`config.mk`:
```
export PLATFORM = sky130hd
export DESIGN_NAME = vjtag_gpio_regs
export DESIGN_NICKNAME = d
export VERILOG_FILES = /design/src/rtl/vjtag_gpio_pkg.sv /design/src/rtl/vjtag_sync2.sv /design/src/rtl/vjtag_gpio_regs.sv
export SDC_FILE = /design/constraint.sdc
export NUM_CORES = 1
export LEC_CHECK = 0
export CAP_MARGIN = 15
export CORE_ASPECT_RATIO = 1.75
export CORE_MARGIN = 3
export CORE_UTILIZATION = 50
export DETAILED_ROUTE_END_ITERATION = 10
export PLACE_DENSITY = 0.86
export REMOVE_ABC_BUFFERS = 1
export SYNTH_ARGS = -nofsm -noshare
export SYNTH_HDL_FRONTEND = slang
export SYNTH_HIERARCHICAL = 1
export SYNTH_SLANG_ARGS = --single-unit
```
`constraint.sdc`:
```
create_clock -name clk -period 3.8 [get_ports clk]
set_input_delay 0.57 -clock clk [delete_from_list [all_inputs] [get_ports clk]]
set_output_delay 0.57 -clock clk [all_outputs]
set_load 0.02 [all_outputs]
```
`src/rtl/vjtag_gpio_pkg.sv`:
```
// -----------------------------------------------------------------------------
// vjtag_gpio_pkg
//   Shared constants for the vjtag_gpio_regs register slave: the word
//   addresses of every register in the map and the default ID value.
//   Addresses are kept 16 bits wide and cast to the slave's address width
//   at the point of comparison.
// -----------------------------------------------------------------------------
package vjtag_gpio_pkg;

  localparam logic [15:0] REG_ID     = 16'd0;
  localparam logic [15:0] REG_SCRATCH = 16'd1;
  localparam logic [15:0] REG_LED    = 16'd2;
  localparam logic [15:0] REG_SW     = 16'd3;
  localparam logic [15:0] REG_SW_CHG = 16'd4;
  localparam logic [15:0] REG_CNT_LO = 16'd5;
  localparam logic [15:0] REG_CNT_HI = 16'd6;

  localparam logic [15:0] ID_DEFAULT = 16'hA5C3;

endpackage

```
`src/rtl/vjtag_sync2.sv`:
```
// -----------------------------------------------------------------------------
// vjtag_sync2
//   Parameterized-width two-flop synchronizer for bringing asynchronous pins
//   (board switches) into the clk domain. Each bit is synchronized on its
//   own; multi-bit coherence is not guaranteed, which is acceptable for
//   independent switches.
// Ports
//   clk  in  1  system clock
//   rst  in  1  synchronous active-high reset, clears both stages
//   d    in  W  asynchronous input
//   q    out W  synchronized output (two clk edges of latency)
// -----------------------------------------------------------------------------
module vjtag_sync2 #(
  parameter int W = 16
) (
  input  logic         clk,
  input  logic         rst,
  input  logic [W-1:0] d,
  output logic [W-1:0] q
);

  logic [W-1:0] meta_q;
  logic [W-1:0] sync_q;

  // The first stage may go metastable; only the second stage is consumed.
  always_ff @(posedge clk) begin
    if (rst) begin
      meta_q <= '0;
      sync_q <= '0;
    end else begin
      meta_q <= d;
      sync_q <= meta_q;
    end
  end

  assign q = sync_q;

endmodule

```
`src/rtl/vjtag_gpio_regs.sv`:
```
// -----------------------------------------------------------------------------
// vjtag_gpio_regs
//   Register slave sitting behind vjtag_host. Decodes the host's simple
//   address/write/read bus and returns registered read data. Holds the LED
//   output register, synchronized switch inputs, a sticky switch-change
//   register (write-1-to-clear), a scratch register and a read-only ID.
//
//   Register map (word addresses, full-width compare):
//     0 ID (RO)  1 SCRATCH (RW)  2 LED (RW)  3 SW (RO)  4 SW_CHG (RW1C)
//     5 CNT_LO   6 CNT_HI   (only with VJTAG_GPIO_CNT_EN, else unmapped)
//
//   Optional feature macro: VJTAG_GPIO_CNT_EN adds a 32-bit free-running
//   cycle counter. Reading CNT_LO snapshots the upper half so a following
//   CNT_HI read is coherent with it.
//
// Ports
//   clk       in   1       system clock
//   rst       in   1       synchronous active-high reset
//   soft_rst  in   1       synchronous soft reset (registers, not sync/counter)
//   address   in   AW      register word address
//   wvalid    in   1       write request
//   wdata     in   DW      write data
//   wready    out  1       write accept (always 1)
//   rvalid    in   1       read request
//   rready    out  1       read accept (low while a response is pending)
//   rrvalid   out  1       one-cycle read response strobe
//   rdata     out  DW      read response data, held until the next response
//   sw_in     in   GPIO_W  asynchronous switch pins
//   led_out   out  GPIO_W  LED register
// -----------------------------------------------------------------------------
module vjtag_gpio_regs
  import vjtag_gpio_pkg::*;
#(
  parameter int                AW       = 16,
  parameter int                DW       = 16,
  parameter int                GPIO_W   = 16,
  parameter logic [DW-1:0]     ID_VALUE = DW'(ID_DEFAULT),
  parameter logic [GPIO_W-1:0] LED_RST  = '1
) (
  input  logic              clk,
  input  logic              rst,
  input  logic              soft_rst,
  input  logic [AW-1:0]     address,
  input  logic              wvalid,
  input  logic [DW-1:0]     wdata,
  output logic              wready,
  input  logic              rvalid,
  output logic              rready,
  output logic              rrvalid,
  output logic [DW-1:0]     rdata,
  input  logic [GPIO_W-1:0] sw_in,
  output logic [GPIO_W-1:0] led_out
);

  logic [GPIO_W-1:0] led_q,     led_d;
  logic [DW-1:0]     scratch_q, scratch_d;
  logic [GPIO_W-1:0] swChg_q,   swChg_d;
  logic [GPIO_W-1:0] swD_q;
  logic              rdPend_q,  rdPend_d;
  logic              rrvalid_q;
  logic [DW-1:0]     rdata_q;
  logic [DW-1:0]     rdMux;
  logic [GPIO_W-1:0] swS;
  logic              rdAcc;
  logic              wrScratch, wrLed, wrChg;

`ifdef VJTAG_GPIO_CNT_EN
  logic [31:0]       cnt_q;
  logic [31-DW:0]    cntHi_q;
`endif

  vjtag_sync2 #(.W(GPIO_W)) u_sync (
    .clk (clk),
    .rst (rst),
    .d   (sw_in),
    .q   (swS)
  );

  assign wready  = 1'b1;
  assign rready  = ~rdPend_q;
  assign rdAcc   = rvalid & ~rdPend_q;
  assign rrvalid = rrvalid_q;
  assign rdata   = rdata_q;
  assign led_out = led_q;

  // Write decode and next-state for the writable registers. Change capture
  // is applied after the W1C mask so a fresh edge always survives a clear.
  always_comb begin
    wrScratch = wvalid && (address == AW'(REG_SCRATCH));
    wrLed     = wvalid && (address == AW'(REG_LED));
    wrChg     = wvalid && (address == AW'(REG_SW_CHG));

    led_d     = wrLed     ? wdata[GPIO_W-1:0] : led_q;
    scratch_d = wrScratch ? wdata             : scratch_q;
    swChg_d   = swChg_q;
    if (wrChg) begin
      swChg_d = swChg_q & ~wdata[GPIO_W-1:0];
    end
    swChg_d   = swChg_d | (swS ^ swD_q);

    rdPend_d  = rdAcc;
  end

  // Read mux over the current (pre-write) register contents.
  always_comb begin
    rdMux = '0;
    case (address)
      AW'(REG_ID):      rdMux = ID_VALUE;
      AW'(REG_SCRATCH): rdMux = scratch_q;
      AW'(REG_LED):     rdMux = DW'(led_q);
      AW'(REG_SW):      rdMux = DW'(swS);
      AW'(REG_SW_CHG):  rdMux = DW'(swChg_q);
`ifdef VJTAG_GPIO_CNT_EN
      AW'(REG_CNT_LO):  rdMux = cnt_q[DW-1:0];
      AW'(REG_CNT_HI):  rdMux = DW'(cntHi_q);
`endif
      default:          rdMux = '0;
    endcase
  end

  // Register state cleared by both resets; a reset also drops any pending
  // read response.
  always_ff @(posedge clk) begin
    if (rst || soft_rst) begin
      led_q     <= LED_RST;
      scratch_q <= '0;
      swChg_q   <= '0;
      rdPend_q  <= 1'b0;
      rrvalid_q <= 1'b0;
    end else begin
      led_q     <= led_d;
      scratch_q <= scratch_d;
      swChg_q   <= swChg_d;
      rdPend_q  <= rdPend_d;
      rrvalid_q <= rdPend_d;
    end
  end

  // Delayed copy of the synchronized switches for edge detection; belongs
  // to the synchronizer chain, so only the hard reset clears it.
  always_ff @(posedge clk) begin
    if (rst) begin
      swD_q <= '0;
    end else begin
      swD_q <= swS;
    end
  end

  // Response data is captured only on an accepted read and otherwise held.
  always_ff @(posedge clk) begin
    if (rst) begin
      rdata_q <= '0;
    end else if (rdAcc && !soft_rst) begin
      rdata_q <= rdMux;
    end
  end

`ifdef VJTAG_GPIO_CNT_EN
  // Free-running counter; reading CNT_LO snapshots the upper half so the
  // subsequent CNT_HI read belongs to the same 32-bit value.
  always_ff @(posedge clk) begin
    if (rst) begin
      cnt_q   <= '0;
      cntHi_q <= '0;
    end else begin
      cnt_q <= cnt_q + 32'd1;
      if (rdAcc && (address == AW'(REG_CNT_LO))) begin
        cntHi_q <= cnt_q[31:DW];
      end
    end
  end
`endif

endmodule

```
-- After elaboration in Yosys (flattened, before gate mapping)
Cells that the tools add are included.
- output and inout port bits: 35
- bits in registers: 113
- input bits: 53
- memory bits (writable): 0
- word-level logic and storage cells: 27
- memory bits (read-only): 0
- memories kept: 0
- bits in latches: 0
- multiply operators: 0
- reduce and logical (&&, ||, !) cells: 7
- divide/modulo/power cells: 0
- magnitude comparators: 0
- shifts and indexed selects: 0
- bitwise logic cells: 6
- muxes and demuxes: 2
- equal/unequal tests: 4
- add/subtract/negate cells: 0
- operators with widths (cell ; number):
    one-hot mux 16 bit (5 select lines) ; 1
    == test 16 x 2 -> 1 bit (second input constant) ; 2
    bitwise AND 16 bit ; 1
    == test 16 x 1 -> 1 bit (second input constant) ; 1
    == test 16 x 3 -> 1 bit (second input constant) ; 1
    zero test 16 bit ; 1
    two-way mux 16 bit ; 1
    NOT 16 bit ; 1
    OR 16 bit ; 1
    bitwise XOR 16 bit ; 1
    logical AND 1 bit ; 4
    bitwise AND 1 bit ; 1
    zero test 1 bit ; 1
    logical OR 1 bit ; 1
    NOT 1 bit ; 1

-- Logic depth before layout (Yosys ltp)
- depth in word-level cells: 4
- mapped depth: 7
- gate-level depth less buffers: 5

-- Hierarchy
Netlist, hierarchy kept.
- by module, submodules not included (module ; sequential area each (um2) ; cells an instance ; instances ; area each (um2)):
    vjtag_gpio_regs ; 1621.6 ; 357 ; 1 ; 3314.4
    vjtag_sync2 ; 640.6 ; 67 ; 1 ; 863.3

-- Worst setup path before layout
Ideal clock, no wire load.
- path kind: input-to-reg
- from: in address[5]
- to: reg swChg_q[10]
- data arrival time: 2.174 ns
- setup time: 0.132 ns
- setup slack: 1.494 ns
- data required time: 3.668 ns
- path buffers: 2
- stages on the path: 7
- cells stage by stage: or4_1 > buf_4 > nor4_4 > nand2_2 > buf_6 > o21ai_1 > a21oi_1
- word-level cells in the longest chain between the ends: 4
- ends and longest elaborated chain (what ; RTL line ; text):
    start: declaration ; vjtag_gpio_regs.sv:43 ; input logic [AW-1:0] address,
    == test 16 x 3 -> 1 bit ; vjtag_gpio_regs.sv:91 ; wrChg = wvalid && (address == AW'(REG_SW_CHG));
    logical AND 1 bit ; vjtag_gpio_regs.sv:91 ;
    two-way mux 16 bit ; vjtag_gpio_regs.sv:96 ; if (wrChg) begin
    OR 16 bit ; vjtag_gpio_regs.sv:99 ; swChg_d = swChg_d | (swS ^ swD_q);
    end signal: assignment ; vjtag_gpio_regs.sv:133 ; swChg_q <= swChg_d;
    end: declaration ; vjtag_gpio_regs.sv:57 ; logic [GPIO_W-1:0] swChg_q, swChg_d;
No other way between the ends.
A chain may end at the register's enable or synchronous reset.

-- Worst setup path in the final report
- from: in address[5]
- to: reg swChg_q[0]
Same word-level chain as after synthesis.

==> results.toml <==
[outcome]
status = "finished clean"

[setup_path]
path_class = "input pin to flip-flop"
reg2reg_from = "rrvalid$_SDFF_PP0_"
crit_arrival_ns = 3.04
cp_data_required_time_ns = 4.06
reg2regPathDepth = 4
start_kind = "input pin"
crit_path_max_fanout = 15
cp-end-kind = "flip-flop"
r2r-end = "rdata[6]$_SDFFE_PP0P_"
rrSetupSlack_ns = 1.98

[floorplanning]
core-area_um2 = 8020
die-area_um2 = 9530
die_w_um = 75.1
boundaryPins = 88
rows = 43
chipHeight_um = 127
start_util_pct = 52.1

[sta]
skew_ns = 0.00624
fin_crit_sh_pct = 73.4
clock.fmax_mhz = 359
setup_violations = 0
relSlewSlack_pct = 20.7
fin_tns_setup_ns = 0
maxSlewViolCount = 0
worst_pin_slew_ns = 1.18
rsz0062_at_grt = "no"
report.final.hold_viol_count = 0
min_period_ns = 2.79

[routing]
viasPerCell = 5.72
drt_wl_total_um = 10700
top_layer_used = "met4"
dr_wl_met3_um = 865
wl_met1_um = 3880
drt_pass1_iterations = 6
met2_wirelength_um = 5640
ant_nets = 0
vias = 3496
dr.first_iter.drc_count = 291
drcViolationCount = 0
wl_per_cell_um = 17.5

[synth]
synthCells = 424
synth-compound-area-share_pct = 18.0
synthXorXnorAreaFrac_pct = 3.35
async_flop_share_pct = 0
synth_top_family_by_area = "simple AND/OR/NAND/NOR gates"
synth-edff-count = 0
synth_top_area_share_pct = 54.1
ys_ff_latch = 113
synthFlopType = "dfxtp_1"
yosys.area.top_type = "dfxtp_1"
synth_cell_types = 35
synthMuxAreaShare_pct = 0.240
ys_warn_count = 6
syn_area_per_cell_um2 = 9.85
synthSimpleGateAreaFrac_pct = 18.7
yosys.area_share.adder_pct = 0
synth.top_cells.by_area = "dfxtp_1, nor2b_1, nand2_1"
seq_area_frac_synth_pct = 54.1
synth.cell_area_um2 = 4180

[clock_network]
cts_resized = 0
cts.clk_slew.worst_paths_ns = 0.05
cts_hold_buffers = 0
cts.sinks = 113
cts_tree = "done"
h-tree-depth = 4
post_cts_buffers = 0
cts-root-buf = "clkbuf_16"
cts_buffers = 17
clk_latency_ns = 0.40
clockBufferDepth = 2

[grt]
grt_antenna_before_repair = 0
grt_use_total_pct = 23.2
grt_max_degree = 59
grt_pass1_vias = 3620
grt_first_pass_wirelength_um = 16600
grt-ovfl-total = 0

[power_and_ir_drop]
p_comb_share_pct = 5.7
p_per_area_nw_per_um2 = 516
p_int_w = 0.00230
power_frac_clock_pct = 51.6
p_seq_share_pct = 42.7
netSwitchingFraction_pct = 20.5
p_leak_nw = 2.21
ir_worst_vdd_v = 0.000384
power_switching_w = 0.000593

[hold_path]
hold_class = "flip-flop to flip-flop"
holdPathEnd = "u_sync/q[13]$_SDFF_PP0_"
hold-path-cell-count = 1
hp-start = "u_sync/meta_q[13]$_SDFF_PP0_"

[cells_and_area]
mostFrequentLayoutCells = "dfxtp_1, clkdlybuf4s50_1, nand2_1"
final_common_cell = "dfxtp_1"
fin_nets = 562
syn2layout_area_growth_pct = 34.2
drive_above_1_share_pct = 9.60
fin_area_um2 = 5610
diodes = 0

[place]
hpwl_um = 6870
gp_congestion = 0.821
io_buffers = 86
dpl-instance-area_um2 = 5040

[flow_run]
cap_violations = 0
[cell usage after synthesis, types with 2 or more instances]
| cell | number |
|---|---|
| dfxtp_1 | 113 |
| nand3_1 | 17 |
| o21ai_1 | 7 |
| a31oi_1 | 8 |
| nor4_4 | 4 |
| nand2_1 | 51 |
| a21oi_1 | 32 |
| buf_2 | 8 |
| buf_4 | 6 |
| o21bai_1 | 8 |
| or4b_2 | 3 |
| o21ai_0 | 6 |
| nor2b_1 | 48 |
| o211ai_1 | 15 |
| buf_6 | 4 |
| a22o_1 | 8 |
| a22oi_1 | 16 |
| xnor2_1 | 15 |
| o21ai_2 | 3 |
| inv_1 | 16 |
| or4_1 | 2 |
| nor2_1 | 5 |
| clkbuf_1 | 10 |
| a222oi_1 | 8 |
[metal layers]
metal  vias to the layer above  track usage, %
met2                       189            39.1
met3                        29            7.30
li1                       1640               -
met4                         0            13.0
met5                         -               0
met1                      1638            24.6
[how the worst max path moves through the flow]
stage,from,endpoint,slack (ns)
floorplan,address[5],scratch_q[0]$_SDFFE_PP0P_,0.71
global placement,address[5],swChg_q[2]$_SDFF_PP0_,0.75
detailed placement,address[4],swChg_q[0]$_SDFF_PP0_,0.61
CTS,address[4],swChg_q[3]$_SDFF_PP0_,1.02
global route,address[5],swChg_q[3]$_SDFF_PP0_,0.85
finish,address[5],swChg_q[0]$_SDFF_PP0_,1.01
[critical path: stages]
cell and delay, ns:
clkdlybuf4s50_1 0.39, or4_1 0.73, nor4_4 0.59, nand2_2 0.36, o21ai_0 0.31, a21oi_1 0.10
[metrics by stage]
| step | power (W) | utilization, % | setup WS [ns] | instances | hold slack (ns) |
|---|---|---|---|---|---|
| 2_1_floorplan | 0.00132 | - | 0.708 | 396 | 0.414 |
| 3_3_place_gp | 0.00142 | 62.9 | 0.745 | 580 | 0.417 |
| 3_5_place_dp | 0.00142 | 62.9 | 0.612 | 580 | 0.427 |
| 4_1_cts | 0.00290 | 70.0 | 1.02 | 611 | 0.438 |
| 5_1_grt | 0.00297 | 70.0 | 0.851 | 611 | 0.455 |
| 6_report | 0.00289 | 70.0 | 1.01 | 611 | 0.431 |
[flip-flops by register name (all words and copies together) (netlist names)]
register,cells
u_sync/meta_q,16
rrvalid,1
rdata,16
u_sync/q,16
swD_q,16
scratch_q,16
led_out,16
swChg_q,16
[area by class of cell]
| cell class | instances | area, µm² |
|---|---|---|
| Fill cell | 592 | 2410 |
| Sequential cell | 113 | 2260 |
| Multi-Input combinational cell | 267 | 1690 |
| Timing Repair Buffer | 94 | 916 |
| Clock buffer | 26 | 519 |
| Tap cell | 90 | 113 |
| Inverter | 16 | 60.1 |
| Clock inverter | 5 | 50.0 |
[power groups by stage]
stage | combinational [W] | sequential (W) | clock, W
finish | 0.000164 | 0.00124 | 0.00149
global route | 0.000175 | 0.00124 | 0.00155
CTS | 0.000165 | 0.00124 | 0.00150
detailed placement | 0.000163 | 0.00126 | 0
global placement | 0.000158 | 0.00126 | 0
floorplan | 0.0000568 | 0.00126 | 0
[kinds of logic (layout without fill, tap and decap cells)]
kind of cell              count (synthesis)  count (layout)
AOI/OAI and AO/OA                       112             112
DFF                                     113             113
muxes                                     1               1
xor gates and xnor gates                 16              16
and+or+nand+nor                         137             137
other                                     1               1
buffers and inverters                    44             141
No activity file was read; power rests on OpenSTA's default activity.
